===== config.mk =====
export PLATFORM = sky130hd
export DESIGN_NAME = keypad_scan_driver
export DESIGN_NICKNAME = d
export VERILOG_FILES = /design/src/rtl/keypad_pkg.sv /design/src/rtl/key_fifo.sv /design/src/rtl/keypad_scan_driver.sv
export SDC_FILE = /design/constraint.sdc
export NUM_CORES = 1
export LEC_CHECK = 0
export ABC_CLOCK_PERIOD_IN_PS = 5700
export CAP_MARGIN = 25
export CORE_MARGIN = 2
export CORE_UTILIZATION = 60
export DETAILED_ROUTE_END_ITERATION = 8
export PLACE_DENSITY = 0.78
export SYNTH_ARGS = -nofsm -noshare
export SYNTH_HDL_FRONTEND = slang
export SYNTH_SLANG_ARGS = --single-unit

===== constraint.sdc =====
create_clock -name clk -period 5.7 [get_ports clk]
set_clock_uncertainty 0.2 [all_clocks]
set_input_delay 1.14 -clock clk [delete_from_list [all_inputs] [get_ports clk]]
set_output_delay 1.14 -clock clk [all_outputs]
set_load 0.01 [all_outputs]

===== src/rtl/keypad_pkg.sv =====
// Shared keypad geometry and the (row, column) -> hex code map.
package keypad_pkg;

  localparam int unsigned COL_CNT = 4;
  localparam int unsigned ROW_CNT = 4;
  localparam int unsigned KEY_CNT = ROW_CNT * COL_CNT;

  typedef logic [1:0] col_idx_t;
  typedef logic [1:0] row_idx_t;

  localparam logic [3:0] KEY_MAP [ROW_CNT][COL_CNT] = '{
    '{4'h1, 4'h2, 4'h3, 4'hA},
    '{4'h4, 4'h5, 4'h6, 4'hB},
    '{4'h7, 4'h8, 4'h9, 4'hC},
    '{4'h0, 4'hF, 4'hE, 4'hD}
  };

  // Flat per-key index used for the debounce state arrays.
  function automatic logic [3:0] key_idx(input row_idx_t row, input col_idx_t col);
    return {row, col};
  endfunction

endpackage


===== src/rtl/key_fifo.sv =====
// Key-event queue: power-of-two depth, head visible combinationally,
// a push into a full queue succeeds only when a pop happens in the same cycle.
module key_fifo #(
  parameter int unsigned FIFO_DEPTH = 4,
  parameter int unsigned DATA_W     = 5
) (
  input  logic              clk,
  input  logic              rst,
  input  logic              push,
  input  logic [DATA_W-1:0] push_data,
  input  logic              pop,
  output logic [DATA_W-1:0] head_data,
  output logic              full,
  output logic              empty
);

  localparam int unsigned PTR_W = $clog2(FIFO_DEPTH);
  localparam int unsigned CNT_W = PTR_W + 1;

  logic [DATA_W-1:0] mem [FIFO_DEPTH];
  logic [PTR_W-1:0]  wr_ptr;
  logic [PTR_W-1:0]  rd_ptr;
  logic [CNT_W-1:0]  count;
  logic              do_push;
  logic              do_pop;

  assign full      = (count == CNT_W'(FIFO_DEPTH));
  assign empty     = (count == '0);
  assign head_data = mem[rd_ptr];
  assign do_pop    = pop && !empty;
  assign do_push   = push && (!full || do_pop);

  always_ff @(posedge clk or negedge rst) begin
    if (!rst) begin
      for (int unsigned i = 0; i < FIFO_DEPTH; i++) mem[i] <= '0;
      wr_ptr <= '0;
      rd_ptr <= '0;
      count  <= '0;
    end else begin
      if (do_push) begin
        mem[wr_ptr] <= push_data;
        wr_ptr      <= wr_ptr + 1'b1;
      end
      if (do_pop) rd_ptr <= rd_ptr + 1'b1;
      case ({do_push, do_pop})
        2'b10:   count <= count + 1'b1;
        2'b01:   count <= count - 1'b1;
        default: count <= count;
      endcase
    end
  end

endmodule


===== src/rtl/keypad_scan_driver.sv =====
// 4x4 keypad scanner: column strobing, per-key debounce, event queue.
// Define KEYPAD_RELEASE_EVT_EN to also queue key-release events.
module keypad_scan_driver
  import keypad_pkg::*;
#(
  parameter int unsigned SCAN_DIV       = 100000,
  parameter int unsigned DEBOUNCE_SCANS = 4,
  parameter int unsigned FIFO_DEPTH     = 4
) (
  input  logic       clk,
  input  logic       rst,
  output logic [3:0] col_n,
  input  logic [3:0] row_n,
  output logic [3:0] key_code,
  output logic       key_release,
  output logic       key_valid,
  input  logic       key_ready,
  output logic       overflow
);

`ifdef KEYPAD_RELEASE_EVT_EN
  localparam int unsigned EVT_W = 5;
`else
  localparam int unsigned EVT_W = 4;
`endif
  localparam int unsigned DIV_W = (SCAN_DIV > 1) ? $clog2(SCAN_DIV) : 1;

  logic [ROW_CNT-1:0] row_meta;
  logic [ROW_CNT-1:0] row_sync;
  logic [DIV_W-1:0]   div_cnt;
  col_idx_t           col_idx;
  logic               sample_now;

  logic [KEY_CNT-1:0] key_state;
  logic [2:0]         deb_cnt [KEY_CNT];
  logic [ROW_CNT-1:0] row_was;
  logic [ROW_CNT-1:0] row_diff;
  logic [ROW_CNT-1:0] row_toggle;
  logic [ROW_CNT-1:0] emit_mask;

  logic [ROW_CNT-1:0] pend_mask;
  logic [ROW_CNT-1:0] cand_mask;
  logic [ROW_CNT-1:0] push_clr;
  col_idx_t           pend_col;
  col_idx_t           cand_col;
  row_idx_t           sel;
  logic               push;
  logic [EVT_W-1:0]   push_data;
  logic [EVT_W-1:0]   head_data;
  logic               fifo_full;
  logic               fifo_empty;
  logic               pop;

  assign sample_now = (div_cnt == DIV_W'(SCAN_DIV - 1));

  always_ff @(posedge clk or negedge rst) begin
    if (!rst) begin
      row_meta <= '1;
      row_sync <= '1;
      div_cnt  <= '0;
      col_idx  <= '0;
      col_n    <= 4'b1110;
    end else begin
      row_meta <= row_n;
      row_sync <= row_meta;
      if (sample_now) begin
        div_cnt <= '0;
        col_idx <= col_idx + 2'd1;
        col_n   <= ~(4'b0001 << (col_idx + 2'd1));
      end else begin
        div_cnt <= div_cnt + 1'b1;
      end
    end
  end

  always_comb begin
    row_was    = '0;
    row_diff   = '0;
    row_toggle = '0;
    for (int unsigned r = 0; r < ROW_CNT; r++) begin
      row_was[r]    = key_state[key_idx(row_idx_t'(r), col_idx)];
      row_diff[r]   = (~row_sync[r]) ^ row_was[r];
      row_toggle[r] = sample_now && row_diff[r] &&
                      (deb_cnt[key_idx(row_idx_t'(r), col_idx)] == 3'(DEBOUNCE_SCANS - 1));
    end
  end

`ifdef KEYPAD_RELEASE_EVT_EN
  assign emit_mask = row_toggle;
`else
  assign emit_mask = row_toggle & ~row_was;
`endif

  always_ff @(posedge clk or negedge rst) begin
    if (!rst) begin
      key_state <= '0;
      for (int unsigned k = 0; k < KEY_CNT; k++) deb_cnt[k] <= '0;
    end else if (sample_now) begin
      for (int unsigned r = 0; r < ROW_CNT; r++) begin
        if (!row_diff[r]) begin
          deb_cnt[key_idx(row_idx_t'(r), col_idx)] <= '0;
        end else if (row_toggle[r]) begin
          key_state[key_idx(row_idx_t'(r), col_idx)] <= ~row_was[r];
          deb_cnt[key_idx(row_idx_t'(r), col_idx)]   <= '0;
        end else begin
          deb_cnt[key_idx(row_idx_t'(r), col_idx)] <=
            deb_cnt[key_idx(row_idx_t'(r), col_idx)] + 3'd1;
        end
      end
    end
  end

  // The first event of a sample is pushed in the sample cycle itself; the
  // rest drain one per cycle in row order, finishing before the next sample
  // as long as SCAN_DIV >= ROW_CNT.
  always_comb begin
    cand_mask = sample_now ? emit_mask : pend_mask;
    cand_col  = sample_now ? col_idx : pend_col;
    push      = 1'b0;
    sel       = '0;
    for (int unsigned r = 0; r < ROW_CNT; r++) begin
      if (cand_mask[r] && !push) begin
        push = 1'b1;
        sel  = row_idx_t'(r);
      end
    end
    push_clr = '0;
    if (push) push_clr[sel] = 1'b1;
  end

`ifdef KEYPAD_RELEASE_EVT_EN
  logic [ROW_CNT-1:0] pend_rel;
  logic [ROW_CNT-1:0] cand_rel;

  assign cand_rel  = sample_now ? row_was : pend_rel;
  assign push_data = {cand_rel[sel], KEY_MAP[sel][cand_col]};

  always_ff @(posedge clk or negedge rst) begin
    if (!rst) pend_rel <= '0;
    else      pend_rel <= cand_rel;
  end
`else
  assign push_data = KEY_MAP[sel][cand_col];
`endif

  always_ff @(posedge clk or negedge rst) begin
    if (!rst) begin
      pend_mask <= '0;
      pend_col  <= '0;
      overflow  <= 1'b0;
    end else begin
      pend_mask <= cand_mask & ~push_clr;
      pend_col  <= cand_col;
      if (push && fifo_full && !pop) overflow <= 1'b1;
    end
  end

  assign pop = key_valid && key_ready;

  key_fifo #(
    .FIFO_DEPTH (FIFO_DEPTH),
    .DATA_W     (EVT_W)
  ) u_fifo (
    .clk       (clk),
    .rst       (rst),
    .push      (push),
    .push_data (push_data),
    .pop       (pop),
    .head_data (head_data),
    .full      (fifo_full),
    .empty     (fifo_empty)
  );

  assign key_valid = ~fifo_empty;
  assign key_code  = head_data[3:0];
`ifdef KEYPAD_RELEASE_EVT_EN
  assign key_release = head_data[4];
`else
  assign key_release = 1'b0;
`endif

endmodule


==> results of run 1 <==
final cells by class:
| cell class | count | area share, % |
|---|---|---|
| Inverter | 26 | 1.39 |
| Timing Repair Buffer | 23 | 3.28 |
| Sequential cell | 125 | 44.7 |
| Tap cell | 133 | 2.37 |
| Clock buffer | 18 | 6.09 |
| Clock inverter | 14 | 3.08 |
| Multi-Input combinational cell | 389 | 39.1 |
worst max-delay path, delay by kind of cell, from the launching register on:
kind | cells | cell delay [ns]
multiplexers | 2 | 0.70
adder cells (fa/ha/maj) | 2 | 0.50
AND/OR/NAND/NOR | 3 | 0.76
flip-flops | 1 | 0.62
AO/OA/AOI/OAI | 3 | 0.94
buffers and inverters | 4 | 0.42
state kept, by name (all words and copies together), names as in the netlist:
signal	flops
u_fifo.rd_ptr	2
row_meta	4
col_idx	2
u_fifo.mem	16
pend_mask	4
pend_col	2
col_n	4
row_sync	4
u_fifo.wr_ptr	2
overflow	1
div_cnt	17
key_state	16
u_fifo.count	3
deb_cnt	48
where the power goes:
part           switching, µW  leakage, µW  internal [µW]
Sequential              40.6      0.00165            923
Combinational           92.2      0.00112           79.9
Clock                    395     0.000303            766
logic make-up (layout without fill, tap and decap cells):
family / after synthesis / count (layout) / synth area share, %
AOI/OAI and AO/OA: 119 / 119 / 10.5
xor gates and xnor gates: 28 / 28 / 4.04
adders and majority gates: 26 / 26 / 5.49
buffers and inverters: 47 / 81 / 3.14
DFF: 125 / 125 / 51.8
muxes: 42 / 42 / 11.2
other: 1 / 2 / 0.0618
and+or+nand+nor: 172 / 172 / 13.8
per-stage QoR:
stage,setup slack (ns),power [µW],std cells,area (µm²)
after floorplan,1.69,1080,561,6070
after global placement,1.39,1130,694,6340
after detailed placement,1.25,1150,695,6360
after CTS,1.24,2320,727,7010
after global routing,1.15,2390,728,7020
final,1.50,2300,728,7020
cell usage in the layout, fill, tap and decap left out, types with 2 or more instances in the layout:
master           instances
nor4b_2                  2
and4_1                   2
dfstp_2                 11
inv_1                   26
and2_1                   7
and3_1                   4
a21oi_1                 21
clkbuf_8                 2
nand4_1                  2
nor2b_1                  4
xnor2_1                 15
bufinv_16                5
nor2_1                  22
conb_1                   2
nor3_1                   4
or3_1                    4
clkbuf_16               16
mux2_1                   8
dfrtp_1                114
ha_1                    25
nand3b_1                 2
mux2_2                   8
clkdlybuf4s50_1         15
nand2_1                 93
nor4b_1                  3
clkinv_4                 2
clkinvlp_4               4
xor2_1                  13
nand2b_1                 7
clkinv_2                 2
buf_4                    6
o21ai_0                 88
mux2i_1                  7
nand3_1                  6
mux4_2                  19
worst max-delay path by stage:
stage | from | to | slack [ns]
global placement | col_idx[0]$_DFFE_PN0N_ | u_fifo.count[2]$_DFFE_PN0P_ | 1.39
CTS | col_idx[0]$_DFFE_PN0N_ | u_fifo.count[2]$_DFFE_PN0P_ | 1.24
floorplan | col_idx[0]$_DFFE_PN0N_ | u_fifo.count[2]$_DFFE_PN0P_ | 1.69
finish | col_idx[0]$_DFFE_PN0N_ | u_fifo.mem[9]$_DFFE_PN0P_ | 1.50
detailed placement | col_idx[0]$_DFFE_PN0N_ | u_fifo.count[2]$_DFFE_PN0P_ | 1.25
global route | col_idx[0]$_DFFE_PN0N_ | u_fifo.mem[13]$_DFFE_PN0P_ | 1.15
per-layer routing:
metal | wire length [µm] | up-vias | track usage (%) | share of wire, %
li1 | - | 1987 | - | -
met1 | 5150 | 2097 | 31.0 | 43
met2 | 6190 | 113 | 40.7 | 51
met3 | 463 | 31 | 6.18 | 3.8
met4 | 255 | 0 | 9.75 | 2.1
met5 | 0 | - | 0 | 0
==> results.md, run 1 <==
* Number of synthesized flops with an enable pin at 0
* Number of fill cells at 724
* CP Launch Type: register
* Vias/cell at 5.81
* Hold buffers post-CTS at 0
* Synth warn at 0
* Clk_lat worst skew at 0.53 ns
* Hold EP: row_sync[3]$_DFF_PN1_
* FF+latch count, synth at 125
* DRT Wirelength at 12100 µm
* ANT cells at 0
* Worst Hold Class: reg -> reg
* Die ar. at 10900 µm²
* CP max FO at 10
* Critical path, cell by cell: buf_8 -> mux4_2 -> inv_1 -> ha_1 -> or3b_1 -> o22ai_1 -> nand4bb_1 -> and2_1 -> inv_1 -> ha_1 -> inv_1 -> o21ai_0 -> a2bb2oi_1 -> mux2_1
* Fin crit share at 73.8%
* Crit path max-delay cell type: dfrtp_1
* Power Density at 327 nW/µm²
* Iteration-0 DRC Markers at 229
* Slew HR at 41.2%
* Syn Inst Count at 560
* Cell Area, Synth at 6070 µm²
* First-pass GRT wire length at 21000 µm
* CTS sink cnt at 125
* Area share of the largest cell type after synthesis at 47.0%
* Synth cell types at 51
* Initial Util at 62.1%
* Reg area at 3140 µm²
* CP most frequent cell: inv_1
* Hold Vio Cnt, Final at 0
* Routed via count at 4228
* Synth top area cells: dfrtp_1, o21ai_0, mux4_2
* CTS tree: built
* Min-delay src: row_meta[3]$_DFF_PN1_
* Post_cts resized at 0
* Synthesized area per cell at 10.8 µm²
* Final antenna-violating net count at 0
* Worst Hold Depth at 0
* Die Y at 105 µm
* RSZ-0062 raised after global routing: no
* Synth area leader: dfrtp_1
* Crit path DAT at 4.47 ns
* Row cnt at 36
* Net count reported at finish at 615
* I/O Buffers at 16
* GRT overflow at 0
* Setup TNS at 0 ns
* Depth of the most critical reg-to-reg path at 14
* Final Util at 71.9%
* Most frequent cells after synthesis: dfrtp_1, nand2_1, o21ai_0, inv_1, ha_1
* Setup crit end kind: register
* TritonCTS buffer count at 17
* Clock root buffer: clkbuf_8
* CTS H-tree depth at 4
* R2R setup slack at 1.50 ns
* First-pass DRT Iterations at 4
* Largest net degree at the start of global routing at 47
* Layout area overhead at 15.8%
* Total track usage at 24.5%
* Status: completed
* Worst-margin pin slew at 0.880 ns
* Max Fclk at 0.238 GHz
* Fin crit period at 4.20 ns
* Reg-to-reg startpoint: col_idx[0]$_DFFE_PN0N_
* Most frequent cell after synthesis: dfrtp_1
* CORE AREA at 9770 µm²
* Remaining routing DRC violations at 0
* Critical Path RT at 5.96 ns
* Layout cells sized above 1 at 14.6%
* Pleak at 0.00308 µW
* Post-synth ARST share at 100%
* Final setup viols at 0
* Die width at 105 µm
* CTS max path bufs at 2
* Setup bufs post-CTS at 0
* Sequential element share of the synthesized area at 51.8%
* Hold_ws at 0.155 ns
* Max-slew violations at 0
* Detail Placement HPWL at 8020 µm
* Footprint of the multi-input gates at 2740 µm²
* WL/cell at 16.6 µm
* Worst-path clk slew at 0.06 ns
* Setup CP Type: reg -> reg
* CP peak stage delay at 0.62 ns
* I/O pins at 18
* Max rail drop VDD at 0.355 mV
* Initial antenna violation count at 0
* Total of max-cap violations at 0
* Routability cong. at 0.846
* Vias in the first global route at 4323
* Ys flop type: dfrtp_1
* End of the worst register-to-register path: u_fifo.mem[9]$_DFFE_PN0P_
Note: power is estimated with default switching activity, not from simulation.
==> inputs of run 2 (changes only) <==
--- a/config.mk
+++ b/config.mk
@@ -5,12 +5,12 @@
 export SDC_FILE = /design/constraint.sdc
 export NUM_CORES = 1
 export LEC_CHECK = 0
-export ABC_CLOCK_PERIOD_IN_PS = 5700
+export ABC_CLOCK_PERIOD_IN_PS = 3600
 export CAP_MARGIN = 25
 export CORE_MARGIN = 2
-export CORE_UTILIZATION = 60
+export CORE_UTILIZATION = 55
 export DETAILED_ROUTE_END_ITERATION = 8
-export PLACE_DENSITY = 0.78
+export PLACE_DENSITY = 0.75
 export SYNTH_ARGS = -nofsm -noshare
 export SYNTH_HDL_FRONTEND = slang
 export SYNTH_SLANG_ARGS = --single-unit
==> constraint.sdc (replaced) <==
create_clock -name clk -period 3.6 [get_ports clk]
set_clock_uncertainty 0.2 [all_clocks]
set_input_delay 0.72 -clock clk [delete_from_list [all_inputs] [get_ports clk]]
set_output_delay 0.72 -clock clk [all_outputs]
set_load 0.01 [all_outputs]
==> results.md, run 2 (same netlist as run 1, synthesis figures left out) <==
* CP peak stage delay at 0.54 ns (-0.08 ns)
* Pleak at 0.00322 µW (+4.6%)
* Fin crit share at 96.6% (+23 points)
* Total of max-cap violations at 0 (unchanged)
* Slew HR at 41.5% (+0.39 points)
* Iteration-0 DRC Markers at 226 (-1.3%)
* Routability cong. at 0.837 (-1.0%)
* Pre-CTS WS at -0.0267 ns (-1.27 ns)
* Largest regs: deb_cnt: 48 flops, div_cnt: 17 flops
* CTS sink cnt at 125 (unchanged)
* I/O pins at 18 (unchanged)
* Net count reported at finish at 644 (+4.7%)
* Remaining routing DRC violations at 0 (unchanged)
* Crit path DAT at 3.73 ns (-0.74 ns)
* Clk_lat worst skew at 0.53 ns (about the same)
* Hold_ws at 0.0109 ns (-0.144 ns)
* Critical path, cell by cell: buf_12 -> mux4_2 -> ha_4 -> ha_4 -> or3b_4 -> o22ai_4 -> nor4b_4 -> nor2_4 -> inv_1 -> ha_2 -> inv_1 -> fa_2 -> xor2_1 -> nor2_1 -> xor2_1
* Total track usage at 23.8% (-0.73 points)
* CORE AREA at 10800 µm² (+10%)
* ANT cells at 0 (unchanged)
* Crit path max-delay cell type: mux4_2
* First-pass DRT Iterations at 4 (unchanged)
* Final setup margin at 0.121 ns (-1.37 ns)
* Max rail drop VDD at 0.314 mV (-12%)
* Layout area overhead at 21.0%
* Setup CP Type: reg -> reg
* Detail Placement HPWL at 8350 µm (+4.1%)
* Layout cells sized above 1 at 21.8% (+7.2 points)
* CTS H-tree depth at 4 (unchanged)
* GRT overflow at 0 (unchanged)
* Final setup viols at 0 (unchanged)
* Die width at 109 µm (+4.3%)
* Initial antenna violation count at 0 (unchanged)
* First-pass GRT wire length at 21400 µm (+2.0%)
* Commonest non-fill, non-tap cells in the layout: dfrtp_1, nand2_1, o21ai_0
* Largest register FFs at 48 (unchanged)
* Fin crit period at 3.48 ns (-0.726 ns)
* Setup crit end kind: register
* Worst-margin pin slew at 0.875 ns (-0.00579 ns)
* Row cnt at 38 (+5.6%)
* CP Launch Type: register
* Vias/cell at 5.60 (-3.7%)
* Critical Path RT at 3.85 ns (-2.11 ns)
* CTS tree: built
* Max-slew violations at 0 (unchanged)
* Routed via count at 4275 (+1.1%)
* Clock root buffer: clkbuf_8
* Die ar. at 11900 µm² (+8.7%)
* CP max FO at 8 (-2)
* Vias in the first global route at 4446 (+2.8%)
* WL/cell at 16.2 µm (-2.0%)
* Commonest non-fill, non-tap cell in the layout: dfrtp_1
* Final Util at 68.0% (-3.9 points)
* Initial Util at 56.2% (-5.9 points)
* Worst-path clk slew at 0.06 ns (about the same)
* TritonCTS buffer count at 17 (unchanged)
* DRT Wirelength at 12400 µm (+2.9%)
* Power, Total at 3450 µW (+50%)
* Die Y at 109 µm (+4.3%)
* Status: completed
* Worst Hold Class: in -> async
* I/O Buffers at 16 (unchanged)
* Max Fclk at 0.287 GHz (+21%)
* Largest net degree at the start of global routing at 56 (+19%)
* Final antenna-violating net count at 0 (unchanged)
* Top reg by flops: deb_cnt
* Hold Vio Cnt, Final at 0 (unchanged)
* Power Density at 471 nW/µm² (+44%)
* CTS max path bufs at 2 (unchanged)
==> run 2: cell types whose count changed in the layout (fill, tap and decap cells not counted), sizes merged <==
cell	delta
clkinvlp	-1
clkinv	+1
clkbuf	+4
bufinv	-3
buf	+29
inv	-1
==> run 2: critical path: cells and delay by family, from the launching register on <==
family / cells / cell delay [ns]
flops: 1 / 0.42
compound gates: 1 / 0.08
simple gates: 4 / 0.76
fa+ha+maj: 4 / 0.85
xor+xnor: 2 / 0.29
buf+inv: 3 / 0.25
mux: 1 / 0.54
==> run 2: repair_timing <==
item,in CTS,in global routing
gates cloned,0,0
gates resized for setup,1,23
hold buffers,0,0
setup endpoints to repair,6,9
pin swaps,0,7
setup buffers,0,6
==> run 2: worst paths after layout <==
| check | cells past startpoint | start | slack (ns) | endpoint |
|---|---|---|---|---|
| setup reg to reg | 15 | col_idx[0]$_DFFE_PN0N_ | 0.12 | u_fifo.count[2]$_DFFE_PN0P_ |
| hold / removal | 1 | rst | 0.01 | div_cnt[15]$_DFF_PN0_ |
| min in group clk | 0 | row_meta[0]$_DFF_PN1_ | 0.16 | row_sync[0]$_DFF_PN1_ |
| setup / recovery | 15 | col_idx[0]$_DFFE_PN0N_ | 0.12 | u_fifo.count[2]$_DFFE_PN0P_ |
| max in group asynchronous | 2 | rst | 2.39 | row_sync[1]$_DFF_PN1_ |
| hold reg to reg | 0 | row_meta[0]$_DFF_PN1_ | 0.16 | row_sync[0]$_DFF_PN1_ |
==> run 2: layer usage <==
layer  global-route usage [%]  part of all wire [%]
met5                        0                     0
met1                     29.2                    43
met4                     10.6                   2.1
met2                     39.2                    51
met3                     6.69                   4.2
==> run 2: area by class of cell <==
type	count	area, µm²
repair buffers	52	469
multi-input cells	389	2880
clock buffers	22	463
inverters	26	97.6
well taps	140	175
fillers	765	3450
flip-flops and latches	125	3140
clock inverters	10	115
==> run 2: report_power, final <==
part	total [µW]	internal [µW]	switching, µW
logic	278	134	145
registers	1530	1460	65.0
clock network	1650	1040	612
==> run 2: stage by stage <==
stage	cells	TNS [ns]	cell area (µm²)
after detailed placement	726	-0.0909	6610
after floorplan	561	-0.00598	6120
after global placement	726	0	6610
after global routing	764	-0.0684	7340
final	764	0	7340
after CTS	758	0	7190
